[src/rtl/axi_slv_pkg.sv]
// Shared types and encodings for the AXI3 slave memory scheduler.
package axi_slv_pkg;

  typedef enum logic [2:0] {
    IDLE,
    WR_DATA,
    WR_RESP,
    RD_ADDR,
    RD_DATA
  } sched_state_e;

  localparam logic [1:0] RESP_OKAY   = 2'b00;
  localparam logic [1:0] RESP_SLVERR = 2'b10;
  localparam logic [1:0] BURST_FIXED = 2'b00;
  localparam logic [1:0] BURST_INCR  = 2'b01;

endpackage

[src/rtl/axi_slv_rr_arb.sv]
// Two-requester round-robin arbiter; a tie goes to the side not granted last.
module axi_slv_rr_arb (
  input  logic ACLK,
  input  logic ARESETn,
  input  logic en,
  input  logic req_wr,
  input  logic req_rd,
  output logic grant_wr,
  output logic grant_rd
);

  logic last_wr_q;

  assign grant_wr = en && req_wr && (!req_rd || !last_wr_q);
  assign grant_rd = en && req_rd && (!req_wr || last_wr_q);

  always_ff @(posedge ACLK) begin
    if (!ARESETn) begin
      last_wr_q <= 1'b0;
    end else if (grant_wr) begin
      last_wr_q <= 1'b1;
    end else if (grant_rd) begin
      last_wr_q <= 1'b0;
    end
  end

endmodule

[src/rtl/axi_slv_mem_sched.sv]
// Serialises AXI3 write and read bursts onto a single-port SRAM, one burst at a time,
// with burst-granular round-robin arbitration and registered B/R responses.
module axi_slv_mem_sched
  import axi_slv_pkg::*;
#(
  parameter int unsigned ADDR_WIDTH = 32,
  parameter int unsigned DATA_WIDTH = 32,
  parameter int unsigned ID_WIDTH   = 4,
  parameter int unsigned MEM_DEPTH  = 1024,
  localparam int unsigned MEM_AW    = $clog2(MEM_DEPTH),
  localparam int unsigned STRB_W    = DATA_WIDTH / 8
) (
  input  logic                  ACLK,
  input  logic                  ARESETn,
  input  logic [ADDR_WIDTH-1:0] AW_ADDR,
  input  logic [ID_WIDTH-1:0]   AW_ID,
  input  logic [3:0]            AW_LEN,
  input  logic [1:0]            AW_BURST,
  input  logic                  AWVALID,
  output logic                  AWREADY,
  input  logic [ADDR_WIDTH-1:0] AR_ADDR,
  input  logic [ID_WIDTH-1:0]   AR_ID,
  input  logic [3:0]            AR_LEN,
  input  logic [1:0]            AR_BURST,
  input  logic                  AR_VALID,
  output logic                  AR_READY,
  input  logic [DATA_WIDTH-1:0] W_DATA,
  input  logic [STRB_W-1:0]     W_STRB,
  input  logic                  W_LAST,
  input  logic                  WVALID,
  output logic                  WREADY,
  output logic [ID_WIDTH-1:0]   B_ID,
  output logic [1:0]            B_RESP,
  output logic                  BVALID,
  input  logic                  BREADY,
  output logic [ID_WIDTH-1:0]   R_ID,
  output logic [1:0]            R_RESP,
  output logic [DATA_WIDTH-1:0] R_DATA,
  output logic                  R_LAST,
  output logic                  RVALID,
  input  logic                  RREADY,
  output logic                  mem_en,
  output logic                  mem_we,
  output logic [MEM_AW-1:0]     mem_addr,
  output logic [DATA_WIDTH-1:0] mem_wdata,
  output logic [STRB_W-1:0]     mem_wstrb,
  input  logic [DATA_WIDTH-1:0] mem_rdata
);

  localparam logic [MEM_AW:0] DepthLim = (MEM_AW+1)'(MEM_DEPTH);

  sched_state_e          state_q;
  logic [MEM_AW-1:0]     addr_q;
  logic [ID_WIDTH-1:0]   id_q;
  logic [3:0]            len_q;
  logic [3:0]            cnt_q;
  logic [1:0]            burst_q;
  logic                  err_q;
  logic                  werr_q;
  logic                  rd_first_q;
  logic [DATA_WIDTH-1:0] rdata_q;

  logic                grant_wr, grant_rd;
  logic [MEM_AW-1:0]   sel_word;
  logic [3:0]          sel_len;
  logic [1:0]          sel_burst;
  logic [MEM_AW:0]     sel_end;
  logic                sel_err;
  logic                wr_beat;
  logic [MEM_AW-1:0]   addr_next;
  logic                unused_bits;

  axi_slv_rr_arb u_arb (
    .ACLK     (ACLK),
    .ARESETn  (ARESETn),
    .en       (state_q == IDLE),
    .req_wr   (AWVALID),
    .req_rd   (AR_VALID),
    .grant_wr (grant_wr),
    .grant_rd (grant_rd)
  );

  assign AWREADY  = grant_wr;
  assign AR_READY = grant_rd;

  assign sel_word  = grant_wr ? AW_ADDR[MEM_AW+1:2] : AR_ADDR[MEM_AW+1:2];
  assign sel_len   = grant_wr ? AW_LEN : AR_LEN;
  assign sel_burst = grant_wr ? AW_BURST : AR_BURST;
  assign sel_end   = {1'b0, sel_word} + (MEM_AW+1)'(sel_len);
  assign sel_err   = sel_burst[1] ||
                     ((sel_burst == BURST_FIXED) ? ({1'b0, sel_word} >= DepthLim)
                                                 : (sel_end >= DepthLim));

  assign unused_bits = ^{AW_ADDR[ADDR_WIDTH-1:MEM_AW+2], AW_ADDR[1:0],
                         AR_ADDR[ADDR_WIDTH-1:MEM_AW+2], AR_ADDR[1:0]};

  assign WREADY    = (state_q == WR_DATA);
  assign wr_beat   = (state_q == WR_DATA) && WVALID;
  assign mem_we    = wr_beat && !err_q;
  assign mem_en    = mem_we || ((state_q == RD_ADDR) && !err_q);
  assign mem_addr  = addr_q;
  assign mem_wdata = mem_we ? W_DATA : '0;
  assign mem_wstrb = mem_we ? W_STRB : '0;
  assign addr_next = addr_q + MEM_AW'(burst_q == BURST_INCR);

  // SRAM data arrives in the first RD_DATA cycle; it is latched there so a stall holds it.
  assign R_DATA = err_q ? '0 : (rd_first_q ? mem_rdata : rdata_q);

  always_ff @(posedge ACLK) begin
    if (!ARESETn) begin
      state_q    <= IDLE;
      addr_q     <= '0;
      id_q       <= '0;
      len_q      <= '0;
      cnt_q      <= '0;
      burst_q    <= '0;
      err_q      <= 1'b0;
      werr_q     <= 1'b0;
      rd_first_q <= 1'b0;
      rdata_q    <= '0;
      BVALID     <= 1'b0;
      B_ID       <= '0;
      B_RESP     <= RESP_OKAY;
      RVALID     <= 1'b0;
      R_ID       <= '0;
      R_RESP     <= RESP_OKAY;
      R_LAST     <= 1'b0;
    end else begin
      case (state_q)
        IDLE: begin
          if (grant_wr || grant_rd) begin
            addr_q  <= sel_word;
            id_q    <= grant_wr ? AW_ID : AR_ID;
            len_q   <= sel_len;
            burst_q <= sel_burst;
            err_q   <= sel_err;
            werr_q  <= 1'b0;
            cnt_q   <= '0;
            state_q <= grant_wr ? WR_DATA : RD_ADDR;
          end
        end
        WR_DATA: begin
          if (WVALID) begin
            if (cnt_q == len_q) begin
              BVALID  <= 1'b1;
              B_ID    <= id_q;
              B_RESP  <= (err_q || werr_q || !W_LAST) ? RESP_SLVERR : RESP_OKAY;
              state_q <= WR_RESP;
            end else begin
              werr_q <= werr_q || W_LAST;
              cnt_q  <= cnt_q + 4'd1;
              addr_q <= addr_next;
            end
          end
        end
        WR_RESP: begin
          if (BREADY) begin
            BVALID  <= 1'b0;
            state_q <= IDLE;
          end
        end
        RD_ADDR: begin
          RVALID     <= 1'b1;
          R_ID       <= id_q;
          R_RESP     <= err_q ? RESP_SLVERR : RESP_OKAY;
          R_LAST     <= (cnt_q == len_q);
          rd_first_q <= 1'b1;
          state_q    <= RD_DATA;
        end
        RD_DATA: begin
          rd_first_q <= 1'b0;
          if (rd_first_q) begin
            rdata_q <= mem_rdata;
          end
          if (RREADY) begin
            RVALID <= 1'b0;
            R_LAST <= 1'b0;
            if (cnt_q == len_q) begin
              state_q <= IDLE;
            end else begin
              cnt_q   <= cnt_q + 4'd1;
              addr_q  <= addr_next;
              state_q <= RD_ADDR;
            end
          end
        end
        default: state_q <= IDLE;
      endcase
    end
  end

endmodule

[config.mk]
export PLATFORM = sky130hd
export DESIGN_NAME = axi_slv_mem_sched
export DESIGN_NICKNAME = d
export VERILOG_FILES = /design/src/rtl/axi_slv_pkg.sv /design/src/rtl/axi_slv_rr_arb.sv /design/src/rtl/axi_slv_mem_sched.sv
export SDC_FILE = /design/constraint.sdc
export NUM_CORES = 1
export LEC_CHECK = 0
export CAP_MARGIN = 20
export CORE_MARGIN = 3
export CORE_UTILIZATION = 45
export CTS_CLUSTER_DIAMETER = 120
export DETAILED_ROUTE_END_ITERATION = 8
export DONT_BUFFER_PORTS = 1
export PLACE_DENSITY = 0.63
export SYNTH_ARGS = -nofsm -noshare
export SYNTH_HDL_FRONTEND = slang
export SYNTH_SLANG_ARGS = --single-unit
[constraint.sdc]
create_clock -name ACLK -period 3.2 [get_ports ACLK]
set_clock_uncertainty 0.05 [all_clocks]
set_input_delay 0.48 -clock ACLK [delete_from_list [all_inputs] [get_ports ACLK]]
set_output_delay 0.48 -clock ACLK [all_outputs]
set_load 0.02 [all_outputs]
-- Yosys cells after proc, flatten, opt, wreduce, memory -nomap -nowiden
Cells that the tools add are included.
- mux-type cells: 43
- add/subtract/negate cells: 3
- reductions and logical operators: 34
- eq/ne operators: 12
- order comparisons: 1
- operator list (kind ; count):
    32-bit two-way mux ; 3
    10-bit two-way mux ; 5
    10-bit one-hot mux with 3 select lines ; 1
    4-bit two-way mux ; 7
    3-bit two-way mux ; 5
    3-bit one-hot mux with 5 select lines ; 1
    4-bit one-hot mux with 3 select lines ; 1
    4-bit AND reduction ; 3
    10-bit by 4-bit adder with 11-bit output ; 1
    11-bit >= comparator (second input constant) ; 1
    10-bit by 1-bit adder with 10-bit output ; 1
    1-bit two-way mux ; 10
    2-bit two-way mux ; 5
    2-bit inequality test (second input constant) ; 5
    1-bit one-hot mux with 2 select lines ; 5
    1-bit logical OR ; 8
    2-bit nonzero test ; 4
    1-bit logical AND ; 7
    3-bit by 2-bit == test with 1-bit output (second input constant) ; 2
    1-bit logical NOT ; 5
    5-bit AND reduction ; 1
    4-bit by 1-bit adder with 4-bit output (second input constant) ; 1
    4-bit == test ; 1
    2-bit AND reduction ; 2
    8 further kinds ; 8
- register bits after elaboration: 78
- word-level logic and storage cells: 111
- output and inout bits: 98
- input bits: 160

-- Longest topological paths before layout
Gate-level depths: netlist of run 1.
- word-level depth: 8
- mapped depth: 12
- gate-level depth less buffers: 11

-- Modules after synthesis
From an unflattened synthesis of run 1, not the netlist that was laid out.
- cell total of the unflattened synthesis: 544
- area, all modules: 4266.6 um2
- modules (own cells, without submodules) (module ; area each (um2) ; instances ; cells each ; seq. area each (um2)):
    axi_slv_mem_sched ; 4207.8 ; 1 ; 535 ; 1501.4
    axi_slv_rr_arb ; 58.8 ; 1 ; 9 ; 20.0

-- Worst setup path before layout of run 1
Ideal clock, no wire load.
- path kind: register -> register
- start: reg state_q[0]
- end: reg err_q
- stages on the path, launching flop included: 13
- arrival: 2.281 ns
- setup slack: 0.751 ns
- required time: 3.031 ns
- period minus slack after synthesis: 2.449 ns
- buffers on the path: 1
- cells stage by stage: dfxtp_1 nor3_2 nand3_2 buf_2 mux2_1 ha_1 inv_1 fa_1 inv_1 a21o_1 a21oi_1 a21oi_1 o221a_1
- cells in the longest elaborated chain, start to end: 8
- RTL lines (what ; RTL line ; text):
    start, declared ; axi_slv_mem_sched.sv:52 ; sched_state_e state_q;
    start signal, assigned ; axi_slv_mem_sched.sv:139 ; state_q <= grant_wr ? WR_DATA : RD_ADDR;
    3-bit logical NOT ; axi_slv_mem_sched.sv:76 ; .en (state_q == IDLE),
    1-bit logical AND (2 in a row) ; axi_slv_rr_arb.sv:14 ; assign grant_wr = en && req_wr && (!req_rd || !last_wr_q);
    4-bit two-way mux ; axi_slv_mem_sched.sv:87 ; assign sel_len = grant_wr ? AW_LEN : AR_LEN;
    net sel_len[0] ; axi_slv_mem_sched.sv:65 ; logic [3:0] sel_len;
    10-bit by 4-bit adder with 11-bit output ; axi_slv_mem_sched.sv:89 ; assign sel_end = {1'b0, sel_word} + (MEM_AW+1)'(sel_len);
    11-bit >= comparator ; axi_slv_mem_sched.sv:92 ; : (sel_end >= DepthLim));
    1-bit two-way mux ; axi_slv_mem_sched.sv:91 ; ((sel_burst == BURST_FIXED) ? ({1'b0, sel_word} >= DepthLim)
    1-bit logical OR ; axi_slv_mem_sched.sv:90 ; assign sel_err = sel_burst[1] ||
    end signal, assigned ; axi_slv_mem_sched.sv:136 ; err_q <= sel_err;
    end, declared ; axi_slv_mem_sched.sv:58 ; logic err_q;
The timed path passes the listed nets, and every way through them passes these cells.
A chain may end at the register's enable or synchronous reset.

-- Final worst setup path of run 1
Ends and elaborated chain as after synthesis.

==> flow_metrics.env, run 1 <==
export IMPL_wl_per_cell_um=19.2
export IMPL_dr_pass1_iters=5
export IMPL_cpPeakStageDelay_ps=490
export IMPL_wirelength_mm=12.2
export IMPL_fillCellCount=903
export IMPL_worstPathArrival_ps=2980
export IMPL_clock_path_buffers=2
export IMPL_startpoint_type="flop"
export IMPL_timing_rr_end="err_q"
export IMPL_ant_nets=0
export IMPL_critPathSlowestCell="mux2_1"
export IMPL_synth_top_cell_by_area="dfxtp_1"
export IMPL_rsz0062_at_grt="false"
export IMPL_crit_type="reg2reg"
export IMPL_yosysMostFrequentCell="nand2_1"
export IMPL_clock_sinks=76
export IMPL_portBuffers=0
export IMPL_ys_ff_latch=76
export IMPL_initial_core_util=0.473
export IMPL_grt_overflow=0
export IMPL_powerDensity_nw_per_um2=812
export IMPL_antennaDiodeCount=0
export IMPL_die_area_sq_um=10600
export IMPL_first_global_vias=3291
export IMPL_setup_tns_ps=0
export IMPL_min_period_over_period=0.872
export IMPL_layout_min_cycle_time_ps=2790
export IMPL_cts_resized=0
export IMPL_clock_fmax_mhz=358
export IMPL_synth_top_area_frac=0.360
export IMPL_drive_above_1_share=0.0737
export IMPL_cts_max_level=3
export IMPL_path_clk_slew_ps=70
export IMPL_drv_cap=0
export IMPL_max_slew_margin=0.454
export IMPL_ys_types=51
export IMPL_die_h_um=103
export IMPL_synthTopCellsByArea="dfxtp_1 36%, mux2i_1 13%, nand2_1 8.3%"
export IMPL_required_ps=3390
export IMPL_power_leakage_nw=1.71
export IMPL_yosysSeqAreaShare=0.360
export IMPL_first_iter_violations=187
export IMPL_cts_buffers_inserted=9
export IMPL_synthesis_area_sq_um=4230
export IMPL_yosysWarnings=0
export IMPL_hold_violations=0
export IMPL_grt_max_degree=44
export IMPL_utilization=0.502
export IMPL_hold_ws_ps=188
export IMPL_cp_endpoint="err_q"
export IMPL_cts_root_buf="clkbuf_8"
export IMPL_vias=3711
export IMPL_die_w_um=103
export IMPL_async_flop_share=0
export IMPL_cp_max_fo=15
export IMPL_worst_setup_path_end_kind="flop"
export IMPL_grt_pass1_wl_mm=17.5
export IMPL_grt_antenna_before_repair=0
export IMPL_crit_chain="nor3_2 > nand3_2 > mux2_1 > ha_1 > inv_1 > fa_1 > inv_1 > a21o_1 > a21oi_1 > a21oi_1 > o221a_1"
export IMPL_synthTopCellsByCount="93 x nand2_1, 76 x dfxtp_1, 68 x nor2_1, 59 x a21oi_1, 54 x mux2i_1"
export IMPL_r2r_start="state_q[0]"
export IMPL_postCtsSetupBuffers=0
export IMPL_dp_final_hpwl_mm=9.14
export IMPL_ff2ff_path_depth=11
export IMPL_synthFlopType="dfxtp_1"
export IMPL_tritoncts="built"
export IMPL_hold_buffers=0
export IMPL_area_growth_pct=6.16
export IMPL_ff2ff_setup_slack_ps=410
export IMPL_synth_edff_count=0
export IMPL_row_count=34
export IMPL_syn_avg_cell_area_sq_um=7.82
export IMPL_clk_latency_ps=350
export IMPL_finalSetupViolCount=0
export IMPL_run_status="complete, no violations"
export IMPL_hp_class="in2reg"
export IMPL_crit_start="state_q[0]"
export IMPL_grt_usage=0.216
export IMPL_power_total_mw=3.64
export IMPL_num_nets_final=692
export IMPL_coreArea_sq_um=8930
export IMPL_pin_count=258
export IMPL_drc=0
export IMPL_synthCells=540
export IMPL_final_max_slew_viol_count=0
export IMPL_viasPerCell=5.83
export IMPL_ir_worst_vdd_mv=0.386
export IMPL_gp_congestion=0.852
export IMPL_worstMarginPinSlew_ps=820
-- worst max-delay path: cells and delay by family, from the launching register on --
family / cells / cell delay, ps
AOI/OAI and AO/OA: 4 / 580
adders and majority gates: 2 / 360
buffers and inverters: 2 / 100
DFF: 1 / 440
muxes: 1 / 490
and+or+nand+nor: 2 / 660
-- stage by stage --
step	instances	worst slack (ps)	area, sq um
floorplan	541	751	4230
detailed placement	622	444	4300
finish	637	410	4490
CTS	637	418	4490
global route	637	157	4490
global placement	622	509	4300
-- where the power goes --
group / switching [mW] / total, mW / internal, mW
registers: 0.316 / 1.43 / 1.11
clock network: 0.355 / 0.729 / 0.373
logic: 0.946 / 1.49 / 0.543
-- metal layers --
metal | vias to the layer above | GRT usage | part of all wire
li1 | 1802 | - | -
met1 | 1730 | 0.243 | 0.39
met2 | 161 | 0.370 | 0.48
met3 | 18 | 0.0798 | 0.10
met4 | 0 | 0.0827 | 0.021
met5 | - | 0 | 0
-- cell type report --
| class | instances | area (sq um) | area share |
|---|---|---|---|
| clock buffer | 10 | 138 | 0.0307 |
| inverter | 8 | 30.0 | 0.00669 |
| timing repair buffer | 11 | 82.6 | 0.0184 |
| clock inverter | 5 | 52.6 | 0.0117 |
| multi-input combinational | 419 | 2520 | 0.563 |
| tap | 108 | 135 | 0.0301 |
| sequential | 76 | 1520 | 0.339 |
-- placed cells by master, fill, tap and decap left out, types with 6 or more instances in the layout --
| master | n |
|---|---|
| nand2_1 | 93 |
| dfxtp_1 | 75 |
| nor2_1 | 67 |
| a21oi_1 | 59 |
| mux2i_1 | 54 |
| and2_1 | 38 |
| buf_4 | 11 |
| clkbuf_8 | 10 |
| nand3_1 | 9 |
| a211oi_1 | 9 |
| o21ai_1 | 8 |
| inv_1 | 7 |
| mux2_1 | 6 |
| o21ai_0 | 6 |
| ha_1 | 6 |
-- state kept, by name (all words and copies together) (netlist names), 2 cells and up --
| signal | cells |
|---|---|
| len_q | 4 |
| R_ID | 4 |
| burst_q | 2 |
| id_q | 4 |
| rdata_q | 32 |
| mem_addr | 10 |
| state_q | 3 |
| B_ID | 4 |
| cnt_q | 4 |
-- worst min path at each step --
stage                start          end  slack [ps]  cells after the start
3_5_place_dp   rdata_q[18]  rdata_q[18]         400                      2
5_1_grt             BREADY       BVALID         190                      1
3_3_place_gp   rdata_q[21]  rdata_q[21]         390                      2
6_report            BREADY       BVALID         190                      1
4_1_cts             BREADY       BVALID         180                      1
2_1_floorplan   rdata_q[0]   rdata_q[0]         390                      2
-- logic make-up after synthesis --
logic type                 count (synthesis)  share of synthesized area
and+or+nand+nor                          238                      0.258
AOI/OAI and AO/OA                        104                      0.151
DFF                                       76                      0.360
muxes                                     63                      0.152
buffers and inverters                     46                     0.0453
adders and majority gates                  7                     0.0225
xor gates and xnor gates                   5                     0.0104
other                                      1                   0.000888
Note: power is estimated with default switching activity, not from simulation.
==> run 2, diff against run 1 <==
CORE_MARGIN = 5   (was 3)
==> run 2 against run 1 <==
Against the previous run: die area is 7.9% higher; worst setup slack worse by 24 ps; sequential share of layout area is 0.37 points lower; count of clock-buffer cells in the layout stayed put; combinational power hardly changed; sequential power hardly changed; hold slack better by 2.9 ps; largest power group unchanged.
==> flow_metrics.env, run 2 (same netlist as run 1, synthesis figures left out) <==
export IMPL_critPathSlowestCell="nor2_2"
export IMPL_max_flop_register="rdata_q"
export IMPL_dp_final_hpwl_mm=8.70
export IMPL_final_common_cell="nand2_1"
export IMPL_coreArea_sq_um=9200
export IMPL_clock_fmax_mhz=355
export IMPL_grt_pass1_wl_mm=17.8
export IMPL_cts_root_buf="clkbuf_8"
export IMPL_grt_max_degree=44
export IMPL_row_count=35
export IMPL_initial_core_util=0.459
export IMPL_path_clk_slew_ps=70
export IMPL_wirelength_mm=11.4
export IMPL_run_status="complete, no violations"
export IMPL_setup_tns_ps=0
export IMPL_worstMarginPinSlew_ps=879
export IMPL_pin_count=258
export IMPL_first_global_vias=3516
export IMPL_layout_cells_most_common_list="93 x nand2_1, 75 x dfxtp_1, 67 x nor2_1, 59 x a21oi_1, 54 x mux2i_1"
export IMPL_vias=3679
export IMPL_power_leakage_nw=1.73
export IMPL_required_ps=2670
export IMPL_crit_family="simple AND/OR/NAND/NOR gates"
export IMPL_hp_start="BREADY"
export IMPL_cts_max_level=3
export IMPL_drc=0
export IMPL_cpPeakStageDelay_ps=720
export IMPL_num_nets_final=694
export IMPL_crit_chain="buf_4 > nor2_1 > nand3_1 > nor2_2 > and2_1"
export IMPL_worst_setup_path_end_kind="output pin"
export IMPL_crit_buf_inv=1
export IMPL_first_iter_violations=265
export IMPL_grt_usage=0.191
export IMPL_area_growth_pct=7.34
export IMPL_wl_per_cell_um=17.8
export IMPL_tritoncts="built"
export IMPL_final_design_area_no_fill_sq_um=4540
export IMPL_cts_buffers_inserted=9
export IMPL_dp_slack_ps=612
export IMPL_postCtsSetupBuffers=0
export IMPL_finalWorstSetupSlack_ps=386
export IMPL_hp_class="in2reg"
export IMPL_fillCellCount=904
export IMPL_grt_antenna_before_repair=1
export IMPL_layout_min_cycle_time_ps=2810
export IMPL_crit_type="reg2out"
export IMPL_min_period_over_period=0.879
export IMPL_placed_area_sq_um=4310
export IMPL_finalSetupViolCount=0
export IMPL_startpoint_type="flop"
export IMPL_grt_overflow=0
export IMPL_clock_path_buffers=2
export IMPL_largest_reg_flops=32
export IMPL_gp_congestion=0.855
export IMPL_dr_pass1_iters=5
export IMPL_cp_max_fo=37
export IMPL_worstPathArrival_ps=2280
export IMPL_rsz0062_at_grt="false"
export IMPL_viasPerCell=5.72
export IMPL_die_area_sq_um=11400
export IMPL_hold_buffers=0
export IMPL_cp_depth=5
export IMPL_hold_violations=0
export IMPL_hold_depth=1
export IMPL_crit_start="state_q[1]"
export IMPL_cts_resized=0
export IMPL_ant_nets=0
export IMPL_die_w_um=107
export IMPL_drv_cap=0
export IMPL_clock_sinks=76
export IMPL_drive_above_1_share=0.0789
export IMPL_ir_worst_vdd_mv=0.470
export IMPL_ff2ff_path_depth=11
export IMPL_power_total_mw=3.65
export IMPL_clk_latency_ps=340
export IMPL_die_h_um=107
export IMPL_antennaDiodeCount=0
export IMPL_portBuffers=0
export IMPL_max_slew_margin=0.413
export IMPL_powerDensity_nw_per_um2=804
export IMPL_r2r_start="state_q[0]"
export IMPL_final_max_slew_viol_count=0
==> run 2: cell types whose count changed in the layout (fill, tap and decap cells not counted) <==
| cell | previous run | this run |
|---|---|---|
| clkinv_2 | 3 | 2 |
| buf_4 | 11 | 12 |
| buf_16 | 0 | 1 |
| clkinvlp_4 | 1 | 2 |
| clkinv_4 | 0 | 1 |
==> run 2: routing by layer <==
layer | track usage | share of wire
met5 | 0 | 0.00096
met3 | 0.0843 | 0.11
met4 | 0.0621 | 0.021
met2 | 0.296 | 0.45
met1 | 0.238 | 0.42
==> run 2: stage by stage <==
step,instances,hold WS [ps],util
6_report,643,191,0.493
5_1_grt,643,177,0.493
4_1_cts,642,177,0.490
3_5_place_dp,626,396,0.468
3_3_place_gp,626,391,0.468
2_1_floorplan,541,386,-
==> run 2: final timing paths <==
path	endpoint	slack [ps]
max	mem_wdata[0]	390
min reg2reg	rdata_q[25]	400
min	BVALID	190
max reg2reg	err_q	630
==> run 2: report_power, final <==
| group | switching (mW) | leakage (nW) | internal [mW] | total [mW] |
|---|---|---|---|---|
| registers | 0.293 | 0.618 | 1.11 | 1.40 |
| logic | 0.950 | 1.01 | 0.560 | 1.51 |
| clock network | 0.356 | 0.0983 | 0.380 | 0.736 |
| total | 1.60 | 1.73 | 2.05 | 3.65 |
==> run 2: area by class of cell <==
cell class	instances	area [sq um]	area share
Clock inverter	6	63.8	0.0141
Timing Repair Buffer	13	118	0.0259
Tap cell	111	139	0.0306
Clock buffer	10	138	0.0303
Multi-Input combinational cell	419	2520	0.557
Inverter	8	30.0	0.00662
Sequential cell	76	1520	0.336
==> run 3, diff against run 2 <==
PLACE_DENSITY = unset   (was 0.63)
==> run 3 against run 2 <==
Against the previous run: count of clock-buffer cells in the layout stayed put; hold slack worse by 8.1 ps; routed wire length is 1.5% higher; worst setup slack better by 240 ps; critical path depth is 6 higher; first-iteration DRC count is 21% lower.
==> flow_metrics.env, run 3 (same netlist as run 1, synthesis figures left out) <==
export IMPL_wl_met3_mm=1.01
export IMPL_wl_met2_mm=5.72
export IMPL_num_nets_final=693
export IMPL_ant_nets=0
export IMPL_min_period_over_period=0.804
export IMPL_hp_class="in2reg"
export IMPL_hold_buffers=0
export IMPL_run_status="complete, no violations"
export IMPL_viasPerCell=5.65
export IMPL_dp_final_hpwl_mm=8.90
export IMPL_cp_max_fo=15
export IMPL_grt_pass1_wl_mm=18.0
export IMPL_drive_above_1_share=0.0772
export IMPL_power_total_mw=3.67
export IMPL_maxUsedRoutingLayer="met4"
export IMPL_cts_resized=0
export IMPL_portBuffers=0
export IMPL_hold_violations=0
export IMPL_post_place_cells=626
export IMPL_ff2ff_setup_slack_ps=630
export IMPL_grt_usage=0.196
export IMPL_initial_core_util=0.459
export IMPL_hp_start="BREADY"
export IMPL_path_clk_slew_ps=90
export IMPL_gp_congestion=0.860
export IMPL_clock_fmax_mhz=389
export IMPL_row_count=35
export IMPL_grt_antenna_before_repair=1
export IMPL_ir_worst_vdd_mv=0.545
export IMPL_final_max_slew_viol_count=0
export IMPL_rsz0062_at_grt="false"
export IMPL_max_slew_margin=0.487
export IMPL_power_leakage_nw=1.71
export IMPL_final_common_cell="nand2_1"
export IMPL_die_w_um=107
export IMPL_layout_min_cycle_time_ps=2570
export IMPL_final_design_area_no_fill_sq_um=4520
export IMPL_clk_latency_ps=350
export IMPL_die_area_sq_um=11400
export IMPL_layout_cells_most_common_list="93 x nand2_1, 75 x dfxtp_1, 67 x nor2_1, 59 x a21oi_1, 54 x mux2i_1"
export IMPL_clock_sinks=76
export IMPL_wl_per_cell_um=18.0
export IMPL_postCtsSetupBuffers=0
export IMPL_hold_depth=1
export IMPL_grt_overflow=0
export IMPL_r2r_start="state_q[0]"
export IMPL_first_iter_violations=209
export IMPL_drc=0
export IMPL_pin_count=258
export IMPL_wirelength_mm=11.6
export IMPL_met1_length_mm=4.76
export IMPL_required_ps=3390
export IMPL_grt_max_degree=45
export IMPL_dr_pass1_iters=6
export IMPL_antennaDiodeCount=0
export IMPL_clock_path_buffers=2
export IMPL_die_h_um=107
export IMPL_worst_setup_path_end_kind="flop"
export IMPL_first_global_vias=3593
export IMPL_worstPathArrival_ps=2760
export IMPL_drv_cap=0
export IMPL_final_cells=642
export IMPL_startpoint_type="flop"
export IMPL_powerDensity_nw_per_um2=813
export IMPL_cts_root_buf="clkbuf_8"
export IMPL_vias=3627
export IMPL_area_growth_pct=6.87
export IMPL_coreArea_sq_um=9200
export IMPL_setup_tns_ps=0
export IMPL_largest_reg_flops=32
export IMPL_placed_area_sq_um=4310
export IMPL_multi_input_area_sq_um=2520
export IMPL_fillCellCount=909
export IMPL_ff2ff_path_depth=11
export IMPL_timing_rr_end="err_q"
export IMPL_worstMarginPinSlew_ps=769
export IMPL_max_flop_register="rdata_q"
export IMPL_tritoncts="built"
export IMPL_seq_area_sq_um=1520
export IMPL_min_to="BVALID"
export IMPL_cts_buffers_inserted=9
export IMPL_cts_max_level=3
export IMPL_crit_type="reg2reg"
export IMPL_finalSetupViolCount=0
run 3: cell type report:
cell class	instances	share of cell area
Clock buffer	10	0.0305
Clock inverter	6	0.0158
Inverter	8	0.00665
Multi-Input combinational cell	419	0.559
Sequential cell	76	0.337
Tap cell	111	0.0308
Timing Repair Buffer	12	0.0200
run 3: worst max-delay path by stage:
stage                     from     to
floorplan           state_q[0]  err_q
global placement    state_q[0]  err_q
detailed placement  state_q[0]  err_q
CTS                 state_q[0]  err_q
global route        state_q[0]  err_q
finish              state_q[0]  err_q
run 3: routing by layer:
layer | vias up | track usage
met5 | - | 0
met2 | 155 | 0.349
met3 | 8 | 0.0590
li1 | 1801 | -
met1 | 1663 | 0.233
met4 | 0 | 0.0438
run 3: power by group:
group | switching, mW | leakage (nW) | internal, mW | total, mW
logic | 0.910 | 0.996 | 0.553 | 1.46
registers | 0.322 | 0.618 | 1.11 | 1.43
clock network | 0.388 | 0.0995 | 0.389 | 0.776
run 3: critical path: stages, from the launching register on:
cell	delay [ps]
dfxtp_1	440
nor3_2	280
nand3_2	270
mux2_1	420
ha_1	200
inv_1	60
fa_1	150
inv_1	40
a21o_1	140
a21oi_1	140
a21oi_1	60
o221a_1	200
run 3: stage by stage:
step                      setup slack [ps]  utilization  hold WS (ps)
final                                  628        0.491           183
after detailed placement               650        0.468           396
after global placement                 676        0.468           391
after floorplan                        751            -           386
after global routing                   423        0.491           154
after CTS                              615        0.491           170
